===== src/rtl/uart_fifo_link.sv =====
// Full-duplex UART with per-direction show-ahead FIFOs, optional parity, sticky line-error
// flags and an internal echo path that moves received words straight into the TX FIFO.
module uart_fifo_link #(
  parameter int unsigned DATA_WIDTH = 8,
  parameter int unsigned CLK_FREQ   = 50_000_000,
  parameter int unsigned BAUD_RATE  = 115_200,
  parameter int unsigned FIFO_DEPTH = 4,
  parameter bit          PARITY_EN  = 1'b0,
  parameter bit          PARITY_ODD = 1'b0
) (
  input  logic                              clk_i,
  input  logic                              reset_ni,
  input  logic                              ena_i,
  input  logic                              rx_signal_i,
  output logic                              tx_signal_o,
  input  logic [DATA_WIDTH-1:0]             tx_data_i,
  input  logic                              tx_valid_i,
  output logic                              tx_ready_o,
  output logic [DATA_WIDTH-1:0]             rx_data_o,
  output logic                              rx_valid_o,
  input  logic                              rx_ready_i,
  input  logic                              loopback_en_i,
  input  logic                              err_clear_i,
  output logic                              rx_frame_err_o,
  output logic                              rx_parity_err_o,
  output logic                              rx_overrun_o,
  output logic                              tx_busy_o,
  output logic [$clog2(FIFO_DEPTH+1)-1:0]   tx_level_o,
  output logic [$clog2(FIFO_DEPTH+1)-1:0]   rx_level_o
);

  localparam int unsigned Div = CLK_FREQ / BAUD_RATE;
  localparam int unsigned CW  = $clog2(Div);
  localparam int unsigned AW  = $clog2(FIFO_DEPTH);
  localparam int unsigned LW  = $clog2(FIFO_DEPTH + 1);
  localparam int unsigned BW  = $clog2(DATA_WIDTH);

  localparam logic [CW-1:0] BitLast  = CW'(Div - 1);
  localparam logic [CW-1:0] HalfLast = CW'(Div / 2 - 1);
  localparam logic [BW-1:0] DataLast = BW'(DATA_WIDTH - 1);
  localparam logic [LW-1:0] LevelFull = LW'(FIFO_DEPTH);

  typedef enum logic [2:0] {TxIdle, TxStart, TxData, TxParity, TxStop} tx_state_e;
  typedef enum logic [2:0] {RxIdle, RxStart, RxData, RxParity, RxStop, RxWaitHigh} rx_state_e;

  // ---------------------------------------------------------------------------------------
  // Handshake and FIFO control
  // ---------------------------------------------------------------------------------------
  logic                  init_q;
  logic [DATA_WIDTH-1:0] tx_mem_q [FIFO_DEPTH];
  logic [AW-1:0]         tx_wr_q, tx_rd_q;
  logic [LW-1:0]         tx_cnt_q;
  logic [DATA_WIDTH-1:0] rx_mem_q [FIFO_DEPTH];
  logic [AW-1:0]         rx_wr_q, rx_rd_q;
  logic [LW-1:0]         rx_cnt_q;

  logic tx_full, tx_empty, rx_full, rx_empty;
  logic tx_accept, lb_move, tx_push, tx_pop, tx_load;
  logic rx_push, rx_pop, rx_word_ok, overrun_ev;
  logic [DATA_WIDTH-1:0] tx_head, rx_head, tx_wdata, rx_word;

  assign tx_full  = (tx_cnt_q == LevelFull);
  assign tx_empty = (tx_cnt_q == '0);
  assign rx_full  = (rx_cnt_q == LevelFull);
  assign rx_empty = (rx_cnt_q == '0);
  assign tx_head  = tx_mem_q[tx_rd_q];
  assign rx_head  = rx_mem_q[rx_rd_q];

  assign tx_ready_o = ena_i & init_q & ~tx_full & ~loopback_en_i;
  assign tx_accept  = tx_valid_i & tx_ready_o;
  assign lb_move    = ena_i & loopback_en_i & ~rx_empty & ~tx_full;
  assign tx_push    = tx_accept | lb_move;
  assign tx_wdata   = lb_move ? rx_head : tx_data_i;
  assign tx_pop     = ena_i & tx_load;

  assign rx_pop     = lb_move | (ena_i & ~loopback_en_i & ~rx_empty & rx_ready_i);
  // A full FIFO still takes the word when the head leaves on the same edge.
  assign rx_push    = ena_i & rx_word_ok & (~rx_full | rx_pop);
  assign overrun_ev = ena_i & rx_word_ok & rx_full & ~rx_pop;

  assign rx_data_o  = rx_head;
  assign rx_valid_o = ~rx_empty & ~loopback_en_i;
  assign tx_level_o = tx_cnt_q;
  assign rx_level_o = rx_cnt_q;

  // tx_ready stays low until the first edge after reset release.
  always_ff @(posedge clk_i or negedge reset_ni) begin
    if (!reset_ni) init_q <= 1'b0;
    else           init_q <= 1'b1;
  end

  always_ff @(posedge clk_i or negedge reset_ni) begin
    if (!reset_ni) begin
      for (int i = 0; i < int'(FIFO_DEPTH); i++) tx_mem_q[i] <= '0;
      tx_wr_q  <= '0;
      tx_rd_q  <= '0;
      tx_cnt_q <= '0;
    end else begin
      if (tx_push) begin
        tx_mem_q[tx_wr_q] <= tx_wdata;
        tx_wr_q           <= tx_wr_q + AW'(1);
      end
      if (tx_pop) tx_rd_q <= tx_rd_q + AW'(1);
      if (tx_push && !tx_pop)      tx_cnt_q <= tx_cnt_q + LW'(1);
      else if (!tx_push && tx_pop) tx_cnt_q <= tx_cnt_q - LW'(1);
    end
  end

  always_ff @(posedge clk_i or negedge reset_ni) begin
    if (!reset_ni) begin
      for (int i = 0; i < int'(FIFO_DEPTH); i++) rx_mem_q[i] <= '0;
      rx_wr_q  <= '0;
      rx_rd_q  <= '0;
      rx_cnt_q <= '0;
    end else begin
      if (rx_push) begin
        rx_mem_q[rx_wr_q] <= rx_word;
        rx_wr_q           <= rx_wr_q + AW'(1);
      end
      if (rx_pop) rx_rd_q <= rx_rd_q + AW'(1);
      if (rx_push && !rx_pop)      rx_cnt_q <= rx_cnt_q + LW'(1);
      else if (!rx_push && rx_pop) rx_cnt_q <= rx_cnt_q - LW'(1);
    end
  end

  // ---------------------------------------------------------------------------------------
  // Transmitter
  // ---------------------------------------------------------------------------------------
  tx_state_e             tx_state_q, tx_state_d;
  logic [CW-1:0]         tx_baud_q, tx_baud_d;
  logic [BW-1:0]         tx_bit_q, tx_bit_d;
  logic [DATA_WIDTH-1:0] tx_shift_q, tx_shift_d;
  logic                  tx_par_q, tx_par_d;
  logic                  tx_line_q, tx_line_d;
  logic                  tx_bit_end;

  assign tx_bit_end  = (tx_baud_q == BitLast);
  assign tx_signal_o = tx_line_q;
  assign tx_busy_o   = (tx_state_q != TxIdle) | ~tx_empty;

  // The line register follows the current state, so the output lags the FSM by one clock.
  always_comb begin
    tx_state_d = tx_state_q;
    tx_baud_d  = tx_baud_q;
    tx_bit_d   = tx_bit_q;
    tx_shift_d = tx_shift_q;
    tx_par_d   = tx_par_q;
    tx_line_d  = tx_line_q;
    tx_load    = 1'b0;
    unique case (tx_state_q)
      TxIdle: begin
        tx_line_d = 1'b1;
        tx_load   = ~tx_empty;
      end
      TxStart: begin
        tx_line_d = 1'b0;
        if (tx_bit_end) begin
          tx_state_d = TxData;
          tx_baud_d  = '0;
          tx_bit_d   = '0;
        end else begin
          tx_baud_d = tx_baud_q + CW'(1);
        end
      end
      TxData: begin
        tx_line_d = tx_shift_q[0];
        if (tx_bit_end) begin
          tx_baud_d  = '0;
          tx_shift_d = tx_shift_q >> 1;
          if (tx_bit_q == DataLast) tx_state_d = PARITY_EN ? TxParity : TxStop;
          else                      tx_bit_d   = tx_bit_q + BW'(1);
        end else begin
          tx_baud_d = tx_baud_q + CW'(1);
        end
      end
      TxParity: begin
        tx_line_d = tx_par_q;
        if (tx_bit_end) begin
          tx_state_d = TxStop;
          tx_baud_d  = '0;
        end else begin
          tx_baud_d = tx_baud_q + CW'(1);
        end
      end
      TxStop: begin
        tx_line_d = 1'b1;
        if (tx_bit_end) begin
          if (!tx_empty) tx_load    = 1'b1;
          else           tx_state_d = TxIdle;
        end else begin
          tx_baud_d = tx_baud_q + CW'(1);
        end
      end
      default: tx_state_d = TxIdle;
    endcase
    if (tx_load) begin
      tx_state_d = TxStart;
      tx_baud_d  = '0;
      tx_shift_d = tx_head;
      tx_par_d   = ^tx_head ^ PARITY_ODD;
    end
  end

  always_ff @(posedge clk_i or negedge reset_ni) begin
    if (!reset_ni) begin
      tx_state_q <= TxIdle;
      tx_baud_q  <= '0;
      tx_bit_q   <= '0;
      tx_shift_q <= '0;
      tx_par_q   <= 1'b0;
      tx_line_q  <= 1'b1;
    end else if (ena_i) begin
      tx_state_q <= tx_state_d;
      tx_baud_q  <= tx_baud_d;
      tx_bit_q   <= tx_bit_d;
      tx_shift_q <= tx_shift_d;
      tx_par_q   <= tx_par_d;
      tx_line_q  <= tx_line_d;
    end
  end

  // ---------------------------------------------------------------------------------------
  // Receiver
  // ---------------------------------------------------------------------------------------
  rx_state_e             rx_state_q, rx_state_d;
  logic [1:0]            rx_sync_q;
  logic [CW-1:0]         rx_baud_q, rx_baud_d;
  logic [BW-1:0]         rx_bit_q, rx_bit_d;
  logic [DATA_WIDTH-1:0] rx_shift_q, rx_shift_d;
  logic                  rx_bad_q, rx_bad_d;
  logic                  rx_s, rx_bit_end, frame_ev, parity_ev;
  logic                  frame_err_q, parity_err_q, overrun_q;

  assign rx_s       = rx_sync_q[1];
  assign rx_bit_end = (rx_baud_q == BitLast);
  assign rx_word    = rx_shift_q;

  always_comb begin
    rx_state_d = rx_state_q;
    rx_baud_d  = rx_baud_q;
    rx_bit_d   = rx_bit_q;
    rx_shift_d = rx_shift_q;
    rx_bad_d   = rx_bad_q;
    rx_word_ok = 1'b0;
    frame_ev   = 1'b0;
    parity_ev  = 1'b0;
    unique case (rx_state_q)
      RxIdle: begin
        if (!rx_s) begin
          rx_state_d = RxStart;
          rx_baud_d  = '0;
        end
      end
      RxStart: begin
        if (rx_baud_q == HalfLast) begin
          rx_baud_d = '0;
          if (rx_s) begin
            rx_state_d = RxIdle;
          end else begin
            rx_state_d = RxData;
            rx_bit_d   = '0;
            rx_bad_d   = 1'b0;
          end
        end else begin
          rx_baud_d = rx_baud_q + CW'(1);
        end
      end
      RxData: begin
        if (rx_bit_end) begin
          rx_baud_d  = '0;
          rx_shift_d = {rx_s, rx_shift_q[DATA_WIDTH-1:1]};
          if (rx_bit_q == DataLast) rx_state_d = PARITY_EN ? RxParity : RxStop;
          else                      rx_bit_d   = rx_bit_q + BW'(1);
        end else begin
          rx_baud_d = rx_baud_q + CW'(1);
        end
      end
      RxParity: begin
        if (rx_bit_end) begin
          rx_baud_d  = '0;
          rx_state_d = RxStop;
          if (rx_s != (^rx_shift_q ^ PARITY_ODD)) begin
            rx_bad_d  = 1'b1;
            parity_ev = 1'b1;
          end
        end else begin
          rx_baud_d = rx_baud_q + CW'(1);
        end
      end
      RxStop: begin
        if (rx_bit_end) begin
          rx_baud_d = '0;
          if (!rx_s) begin
            frame_ev   = 1'b1;
            rx_state_d = RxWaitHigh;
          end else begin
            rx_word_ok = ~rx_bad_q;
            rx_state_d = RxIdle;
          end
        end else begin
          rx_baud_d = rx_baud_q + CW'(1);
        end
      end
      RxWaitHigh: begin
        if (rx_s) rx_state_d = RxIdle;
      end
      default: rx_state_d = RxIdle;
    endcase
  end

  always_ff @(posedge clk_i or negedge reset_ni) begin
    if (!reset_ni) begin
      rx_sync_q  <= 2'b11;
      rx_state_q <= RxIdle;
      rx_baud_q  <= '0;
      rx_bit_q   <= '0;
      rx_shift_q <= '0;
      rx_bad_q   <= 1'b0;
    end else if (ena_i) begin
      rx_sync_q  <= {rx_sync_q[0], rx_signal_i};
      rx_state_q <= rx_state_d;
      rx_baud_q  <= rx_baud_d;
      rx_bit_q   <= rx_bit_d;
      rx_shift_q <= rx_shift_d;
      rx_bad_q   <= rx_bad_d;
    end
  end

  // A new error event outranks a clear in the same cycle.
  always_ff @(posedge clk_i or negedge reset_ni) begin
    if (!reset_ni) begin
      frame_err_q  <= 1'b0;
      parity_err_q <= 1'b0;
      overrun_q    <= 1'b0;
    end else if (ena_i) begin
      frame_err_q  <= frame_ev   | (frame_err_q  & ~err_clear_i);
      parity_err_q <= parity_ev  | (parity_err_q & ~err_clear_i);
      overrun_q    <= overrun_ev | (overrun_q    & ~err_clear_i);
    end
  end

  assign rx_frame_err_o  = frame_err_q;
  assign rx_parity_err_o = parity_err_q;
  assign rx_overrun_o    = overrun_q;

endmodule


===== config.mk =====
export PLATFORM = sky130hd
export DESIGN_NAME = uart_fifo_link
export DESIGN_NICKNAME = d
export VERILOG_FILES = /design/src/rtl/uart_fifo_link.sv
export SDC_FILE = /design/constraint.sdc
export NUM_CORES = 1
export LEC_CHECK = 0
export ABC_AREA = 1
export CAP_MARGIN = 5
export CORE_MARGIN = 2
export CORE_UTILIZATION = 25
export DETAILED_ROUTE_END_ITERATION = 12
export PLACE_DENSITY = 0.38
export SLEW_MARGIN = 20
export SYNTH_ARGS = -nofsm -noshare
export SYNTH_HDL_FRONTEND = slang
export SYNTH_SLANG_ARGS = --single-unit

===== constraint.sdc =====
create_clock -name clk_i -period 2.8 [get_ports clk_i]
set_input_delay 0.56 -clock clk_i [delete_from_list [all_inputs] [get_ports clk_i]]
set_output_delay 0.56 -clock clk_i [all_outputs]
set_load 0.05 [all_outputs]

-- Word-level counts from Yosys, hierarchy flattened
Cells that the tools add are included.
- register bits after elaboration: 133
- input bits: 16
- output and inout bits: 21
- word-level logic and storage cells: 238
- $add $sub $neg: 12
- order comparisons: 6
- eq/ne operators: 38
- muxes and demuxes: 73
- bitwise logic cells: 38
- reduce and logical (&&, ||, !) cells: 41
- operators with widths (cell ; number):
    $mux W8 ; 10
    $mux W3 ; 26
    $bwmux W32 ; 2
    $mux W9 ; 6
    $bmux W8 S2 ; 2
    $demux W8 S2 ; 2
    $ne A2 B2 Y1 const B ; 14
    $pmux W9 S3 ; 1
    $eq A3 B3 Y1 const B ; 7
    $ne A3 B3 Y1 const B ; 7
    $and A1 B1 Y1 ; 19
    $add A9 B1 Y9 const B ; 2
    $eq A9 B9 Y1 const B ; 2
    $pmux W3 S6 ; 1
    $pmux W9 S2 ; 1
    $reduce_and A8 Y1 ; 2
    $reduce_xor A8 Y1 ; 2
    $mux W1 ; 15
    $pmux W3 S5 ; 1
    $reduce_bool A2 Y1 ; 7
    $add A3 B1 Y3 const B ; 4
    $eq A3 B2 Y1 const B ; 4
    $ge A3 B3 Y1 const B ; 4
    $logic_not A3 Y1 ; 4
    other kinds (23) ; 63

-- Longest topological paths before layout
Gate-level depths: netlist of run 1.
- word-level depth: 11
- depth in mapped cells: 16
- gate-level depth less buffers: 16

-- Worst setup path after synthesis of run 1
OpenSTA, ideal clock, no wires.
- path kind: register to register
- from: register tx_cnt_q[2], in the netlist tx_level_o[2]
- to: register rx_cnt_q[1], in the netlist rx_level_o[1]
- setup time: 125 ps
- arrival: 2552 ps
- slack: 123 ps
- cell stages (with the launch flop): 14
- path buffers: 0
- period minus slack after synthesis: 2677 ps
- path through: dfrtp_1 > inv_1 > nor3_2 > nor2_1 > nand2_1 > nand2_1 > inv_2 > nand3_4 > nand2_1 > inv_1 > ha_1 > inv_1 > fa_1 > mux2_2
- longest elaborated chain between the ends: 9
- elaborated cells on any way between the ends: 12
- those cells by class: 1 x eq/ne; 1 x mux; 5 x bitwise; 5 x reduce/logical
- ends and longest elaborated chain (element ; RTL line ; source):
    start: declaration ; 52 ; logic [LW-1:0] tx_cnt_q;
    start signal: assignment ; 104 ; if (tx_push && !tx_pop) tx_cnt_q <= tx_cnt_q + LW'(1);
    start signal: assignment ; 105 ; else if (!tx_push && tx_pop) tx_cnt_q <= tx_cnt_q - LW'(1);
    $eq A3 B3 Y1 * ; 62 ; assign tx_full = (tx_cnt_q == LevelFull);
    $not A1 Y1 * ; 71 ; assign lb_move = ena_i & loopback_en_i & ~rx_empty & ~tx_full;
    $and A1 B1 Y1 * ; 71 ;
    $or A1 B1 Y1 * ; 76 ; assign rx_pop = lb_move | (ena_i & ~loopback_en_i & ~rx_empty & rx_ready_i);
    $or A1 B1 Y1 * ; 78 ; assign rx_push = ena_i & rx_word_ok & (~rx_full | rx_pop);
    $and A1 B1 Y1 * ; 78 ;
    named net rx_push ; 59 ; logic rx_push, rx_pop, rx_word_ok, overrun_ev;
    $logic_not A1 Y1 ; 122 ; else if (!rx_push && rx_pop) rx_cnt_q <= rx_cnt_q - LW'(1);
    $logic_and A1 B1 Y1 ; 122 ;
    $reduce_bool A2 Y1 (no source line) ; - ;
    end signal: assignment ; 121 ; if (rx_push && !rx_pop) rx_cnt_q <= rx_cnt_q + LW'(1);
    end signal: assignment ; 122 ;
    end: declaration ; 55 ; logic [LW-1:0] rx_cnt_q;
The timed path passes the listed nets; every way through them passes the cells marked *.
A chain may end at the register's enable or synchronous reset.

-- Final worst setup path of run 1
- from: register tx_state_q[1]
- to: output tx_busy_o
- longest elaborated chain between the ends: 2
- ends and longest elaborated chain (element ; RTL line ; source):
    start: declaration ; 129 ; tx_state_e tx_state_q, tx_state_d;
    start signal: assignment ; 206 ; tx_state_q <= TxIdle;
    start signal: assignment ; 213 ; tx_state_q <= tx_state_d;
    $reduce_bool A3 Y1 ; 139 ; assign tx_busy_o = (tx_state_q != TxIdle) | ~tx_empty;
    $or A1 B1 Y1 ; 139 ;
    end: declaration ; 27 ; output logic tx_busy_o,
Every way passes these cells.

==> metrics.md, run 1 <==
| Metric | Value |
|---|---|
| Die Wd | `between 150 and 200 um` |
| Max Slew Vio Count | `0` |
| Chip height | `about 170 um` |
| Number of flops mapped to enable cells by yosys | `0` |
| Gpl congestion | `about 0.76` |
| Worst R2R Path Depth | `15` |
| Tcrit/Tclk final | `93.7%` |
| Num rows | `62` |
| Initial drt markers | `323` |
| Largest stage delay, worst path | `700 ps` |
| Die area | `between 0.03 and 0.04 mm^2` |
| Clk buf depth | `2` |
| Worst Hold Slack | `~80 ps` |
| I/O pin count | `37` |
| Top post-synthesis cells by area | `dfrtp_1, nand2_1, o21ai_0` |
| Ys async rst share | `100%` |
| Synthesized Nets | `936` |
| CP arrival | `2060 ps` |
| Worst-Margin Slew | `between 600 and 700 ps` |
| Antenna diodes | `0` |
| Num CTS Buffers | `17` |
| Vias per cell | `4.33` |
| Final hold vios | `0` |
| Worst r2r dst | `rx_level_o[2]` |
| Commonest non-fill, non-tap cells in the layout | `nand2_1, dfrtp_1, nor2_1` |
| Overall Global Routing Usage | `around 13%` |
| Avg Inst Size Synth | `8.00 um^2` |
| Vias in the first global route | `6059` |
| Pwr dens | `1090 mW/mm^2` |
| Wire length per cell | `about 14 um` |
| CTS tree | `built` |
| Initial antenna violation count | `0` |
| Slowest CP cell | `clkdlybuf4s50_1` |
| Max Fclk | `381 MHz` |
| Overflow after GRT | `0` |
| Reg-to-Reg Start | `rx_baud_q[1]` |
| Static Leak | `slightly above 4 nW` |
| Register area share after synthesis | `between 40% and 50%` |
| Unrepaired setup endpoints after global routing | `false` |
| Core Area | `0.0285 mm^2` |
| Critical Path, Cell by Cell | `nor2_1 -> inv_1 -> nor3_1 -> inv_1 -> clkdlybuf4s50_1` |
| Via count | `5913` |
| Resized Gates After CTS | `0` |
| Worst setup path category | `reg -> out` |
| Buffers added on ports | `36` |
| Syn Std Cell Area | `0.00719 mm^2` |
| Largest net degree at the start of global routing | `48` |
| Post-DP HPWL | `around 14000 um` |
| H-Tree Depth | `4` |
| Min Clock Period, post-route | `2620 ps` |
| Largest area contributor in the netlist | `dfrtp_1` |
| Crit. End Element | `primary output` |
| Worst min-delay path class | `in -> async` |
| CTS Hold Bufs | `0` |
| Antenna Violating Nets Remaining | `0` |
| Post-Route WL | `approximately 19000 um` |
| Fin area | `about 0.009 mm^2` |
| Share of cells above drive strength 1 | `between 10% and 20%` |
| Yosys warnings | `0` |
| Area growth syn-to-layout | `23.5%` |
| Top FF cell, synth | `dfrtp_1` |
| Pwr Total | `9.72 mW` |
| Synth Instances | `899` |
| Cell mode on critical path | `inv_1` |
| Most common cell after layout, fill and taps aside | `nand2_1` |
| Setup Fix Bufs, Post-CTS | `0` |
| Initial Util | `roughly a quarter` |
| Layout Nets | `roughly 1000` |
| CP Launch Type | `flip-flop` |
| Pre-Repair DR Iteration Count | `5` |
| Worst path required time | `2240 ps` |
| DR DRC count | `0` |
| Status | `completed` |
| Root Driver | `clkbuf_16` |
| Slew HR | `55.0%` |
| # setup viols final | `0` |
| Worst-path clk slew | `60 ps` |
| Netlist cell types | `42` |
| Flops & latches, synth | `133` |
| First-pass GRT wire length | `around 32000 um` |
| Yosys top cell area share | `approximately 45%` |
| Max IR drop VDD | `0.700 mV` |
| Clock latency on the worst-skew pair | `approximately 420 ps` |
| Clock Sinks | `133` |
| Clk_skew | `13.2 ps` |
| DP Area | `0.00830 mm^2` |
| Maxcap violations | `0` |
| Fin util | `31.1%` |
| R2R Setup Slk | `340 ps` |
| Worst Path Max Fanout | `5` |
[layout make-up]
| class | count | area, um^2 |
|---|---|---|
| flip-flops and latches | 133 | 3330 |
| well taps | 384 | 480 |
| clock buffers | 23 | 488 |
| inverters | 81 | 309 |
| multi-input cells | 660 | 3390 |
| fillers | 3146 | 19700 |
| repair buffers | 75 | 792 |
| clock inverters | 9 | 93.8 |
[where the power goes]
group	internal, mW	total (mW)	switching (mW)
sequential	2.45	2.88	0.429
combinational	1.71	4.61	2.89
clock	1.33	2.23	0.902
total	5.49	9.72	4.22
[Yosys cell counts (11+ instances only)]
library cell,count
nand3_1,57
o21ai_1,18
a21oi_1,18
inv_1,76
o21ai_0,73
buf_2,11
a31oi_1,33
ha_1,19
xor2_1,13
nor2_1,80
nand2_1,275
dfrtp_1,130
[worst max-delay path: cells and delay by family (launching register included)]
| kind | cells | cell delay, ps |
|---|---|---|
| flip-flops | 1 | 410 |
| buffers and inverters | 3 | 870 |
| AND/OR/NAND/NOR | 2 | 360 |
[worst max-delay path by stage]
stage | start | cells after the start | slack [ps] | to
3_3_place_gp | ena_i | 15 | -70 | rx_level_o[2]
2_1_floorplan | tx_level_o[2] | 13 | 120 | rx_level_o[1]
3_5_place_dp | ena_i | 15 | -80 | rx_level_o[2]
6_report | tx_state_q[1] | 5 | 180 | tx_busy_o
4_1_cts | tx_level_o[0] | 5 | 150 | tx_busy_o
5_1_grt | tx_state_q[1] | 5 | 40 | tx_busy_o
[registers in the layout, summed over array words and instances (netlist names), 3 cells and up]
name / cells
rx_baud_q: 9
rx_bit_q: 3
rx_level_o: 3
rx_mem_q: 32
rx_shift_q: 8
rx_state_q: 3
tx_baud_q: 9
tx_bit_q: 3
tx_level_o: 3
tx_mem_q: 32
tx_shift_q: 8
tx_state_q: 3
[cell families (layout without fill, tap and decap cells)]
group / Yosys count / count (layout) / synth area share (%)
muxes: 2 / 2 / 0.313
other: 1 / 1 / 0.0521
and+or+nand+nor: 462 / 462 / 28.9
AOI/OAI and AO/OA: 155 / 155 / 11.6
adders and majority gates: 21 / 21 / 3.86
buffers and inverters: 106 / 188 / 6.58
DFF: 133 / 133 / 46.3
xor gates and xnor gates: 19 / 19 / 2.31
[routing by layer]
layer  share of wire (%)  vias to the layer above  track usage [%]
met3                 2.2                       10             2.50
met2                  49                       62             23.3
li1                    -                     3070                -
met4                0.87                        0             3.68
met1                  48                     2771             17.0
met5                   0                        -                0
[through the flow]
step           worst slack, ps  setup TNS, ps  instances
2_1_floorplan              123              0        899
3_3_place_gp             -74.8          -88.8       1333
3_5_place_dp             -79.4           -107       1333
4_1_cts                    148              0       1365
5_1_grt                   41.8              0       1365
6_report                   177              0       1365
Note: power is estimated with default switching activity, not from simulation.
==> run 2, diff against run 1 <==
- PLACE_DENSITY: 0.38 -> 0.44
==> metrics.md, run 2 (synthesized netlist as in run 1, its figures left out) <==
| Metric | Value |
|---|---|
| Worst-Margin Slew | `656 ps (was 674 ps)` |
| Initial antenna violation count | `0 (unchanged)` |
| Pwr Total | `9.56 mW (was 9.72 mW)` |
| Overall Global Routing Usage | `13.0% (was 13.4%)` |
| Post-DP HPWL | `13500 um (was 13900 um)` |
| Via count | `5874 (was 5913)` |
| Min Clock Period, post-route | `2600 ps (was 2620 ps)` |
| Tcrit/Tclk final | `92.9% (was 93.7%)` |
| Maxcap violations | `0 (unchanged)` |
| CP Launch Type | `flip-flop (unchanged)` |
| Max Slew Vio Count | `0 (unchanged)` |
| Die Wd | `174 um (unchanged)` |
| Pwr dens | `1090 mW/mm^2 (about the same)` |
| First-pass GRT wire length | `31200 um (was 31900 um)` |
| Worst Path Max Fanout | `9 (was 5)` |
| Num rows | `62 (unchanged)` |
| Initial Util | `25.2% (unchanged)` |
| Setup Fix Bufs, Post-CTS | `0 (unchanged)` |
| Clock Sinks | `133 (unchanged)` |
| Worst-path clk slew | `70 ps (was 60 ps)` |
| Worst min-delay path class | `in -> async (unchanged)` |
| Antenna Violating Nets Remaining | `0 (unchanged)` |
| Die area | `0.0301 mm^2 (unchanged)` |
| Core Area | `0.0285 mm^2 (unchanged)` |
| Final hold vios | `0 (unchanged)` |
| Wire length per cell | `13.5 um (was 13.9 um)` |
| Layout Nets | `1001 (was 1005)` |
| CP arrival | `2040 ps (was 2060 ps)` |
| Antenna diodes | `0 (unchanged)` |
| Chip height | `174 um (unchanged)` |
| Fin util | `30.8% (was 31.1%)` |
| Buffers added on ports | `36 (unchanged)` |
| Slew HR | `56.3% (was 55.0%)` |
| Static Leak | `4.04 nW (was 4.08 nW)` |
| Unrepaired setup endpoints after global routing | `false (unchanged)` |
| Clk buf depth | `2 (unchanged)` |
| Share of cells above drive strength 1 | `11.9% (about the same)` |
| Vias per cell | `4.32 (was 4.33)` |
| Num CTS Buffers | `17 (unchanged)` |
| Initial drt markers | `313 (was 323)` |
| Commonest non-fill, non-tap cells in the layout | `nand2_1, dfrtp_1, nor2_1 (unchanged)` |
| Pre-Repair DR Iteration Count | `5 (unchanged)` |
| Root Driver | `clkbuf_16 (unchanged)` |
| CTS tree | `built (unchanged)` |
| Layout fillers | `3131 (was 3146)` |
| Gpl congestion | `0.751 (was 0.763)` |
| Max IR drop VDD | `0.661 mV (was 0.700 mV)` |
| Clock latency on the worst-skew pair | `420 ps (about the same)` |
| Largest net degree at the start of global routing | `52 (was 48)` |
| Status | `completed (unchanged)` |
| Setup slack at placement | `-90.9 ps (was -79.4 ps)` |
| # setup viols final | `0 (unchanged)` |
| Vias in the first global route | `5935 (was 6059)` |
| Area growth syn-to-layout | `22.4% (was 23.5%)` |
| Crit. End Element | `primary output (unchanged)` |
| Max Fclk | `385 MHz (was 381 MHz)` |
| I/O pin count | `37 (unchanged)` |
| DR DRC count | `0 (unchanged)` |
| Most common cell after layout, fill and taps aside | `nand2_1 (unchanged)` |
| Clk_skew | `12.5 ps (was 13.2 ps)` |
| Worst setup path category | `reg -> out (unchanged)` |
| Post-Route WL | `18400 um (was 19000 um)` |
| Top flop regs | `rx_mem_q x32, tx_mem_q x32 (unchanged)` |
| Overflow after GRT | `0 (unchanged)` |
| CTS Hold Bufs | `0 (unchanged)` |
| Worst path required time | `2240 ps (about the same)` |
| H-Tree Depth | `4 (unchanged)` |
| Final setup margin | `200 ps (was 177 ps)` |
-- run 2: changes by cell type in the layout (fill, tap and decap cells not counted), sizes merged --
| cell | before | now |
|---|---|---|
| clkbuf | 23 | 17 |
| buf | 50 | 46 |
| clkdlybuf4s50 | 25 | 24 |
| dlymetal6s2s | 0 | 1 |
| inv | 81 | 88 |
| bufinv | 1 | 0 |
-- run 2: cell type report --
type | count | area [um^2] | share of cell area [%]
Clock buffer | 17 | 425 | 4.83
Tap cell | 384 | 480 | 5.46
Multi-Input combinational cell | 660 | 3390 | 38.5
Timing Repair Buffer | 71 | 727 | 8.26
Inverter | 81 | 309 | 3.51
Clock inverter | 15 | 140 | 1.59
Sequential cell | 133 | 3330 | 37.8
-- run 2: stage by stage --
stage	instance area, um^2	std cells	hold WS, ps	TNS (ps)
final	8810	1361	88.3	0
after global placement	8230	1329	460	-95.2
after detailed placement	8230	1329	463	-133
after CTS	8800	1361	106	0
after floorplan	7190	899	264	0
after global routing	8810	1361	126	0
-- run 2: power breakdown --
part / switching [mW] / internal [mW] / leakage (nW) / total (mW)
clock: 0.993 / 1.18 / 0.274 / 2.17
sequential: 0.433 / 2.45 / 1.69 / 2.89
combinational: 2.86 / 1.65 / 2.08 / 4.51
total: 4.28 / 5.28 / 4.04 / 9.56
-- run 2: layer usage --
layer	vias to the layer above	routed length [um]	global-route usage (%)
li1	3064	-	-
met1	2742	8960	16.9
met2	54	8770	21.8
met3	14	477	2.41
met4	0	233	4.27
met5	-	0	0
-- run 2: worst max-delay path: stages, from the launching register on --
cell	delay, ps
dfrtp_1	500
inv_1	310
o21ai_0	140
o22ai_1	450
buf_12	210
-- run 2: worst paths after layout --
check | start | endpoint | slack, ps | cells past startpoint
min in group clk_i | rx_sync_q[0] | rx_sync_q[0] | 470 | 2
worst max register to register | rx_baud_q[1] | rx_level_o[2] | 240 | 15
max in group asynchronous | reset_ni | tx_shift_q[0] | 2040 | 2
worst min-delay path | reset_ni | tx_baud_q[3] | 90 | 1
worst min register to register | rx_sync_q[0] | rx_sync_q[0] | 470 | 2
worst max-delay path | rx_rd_q[1] | rx_data_o[4] | 200 | 4
-- run 2: what timing repair did --
action / in CTS / in global routing
hold endpoints to repair: 0 / 0
endpoints found under the setup margin: 0 / 2
resized for setup: 0 / 2
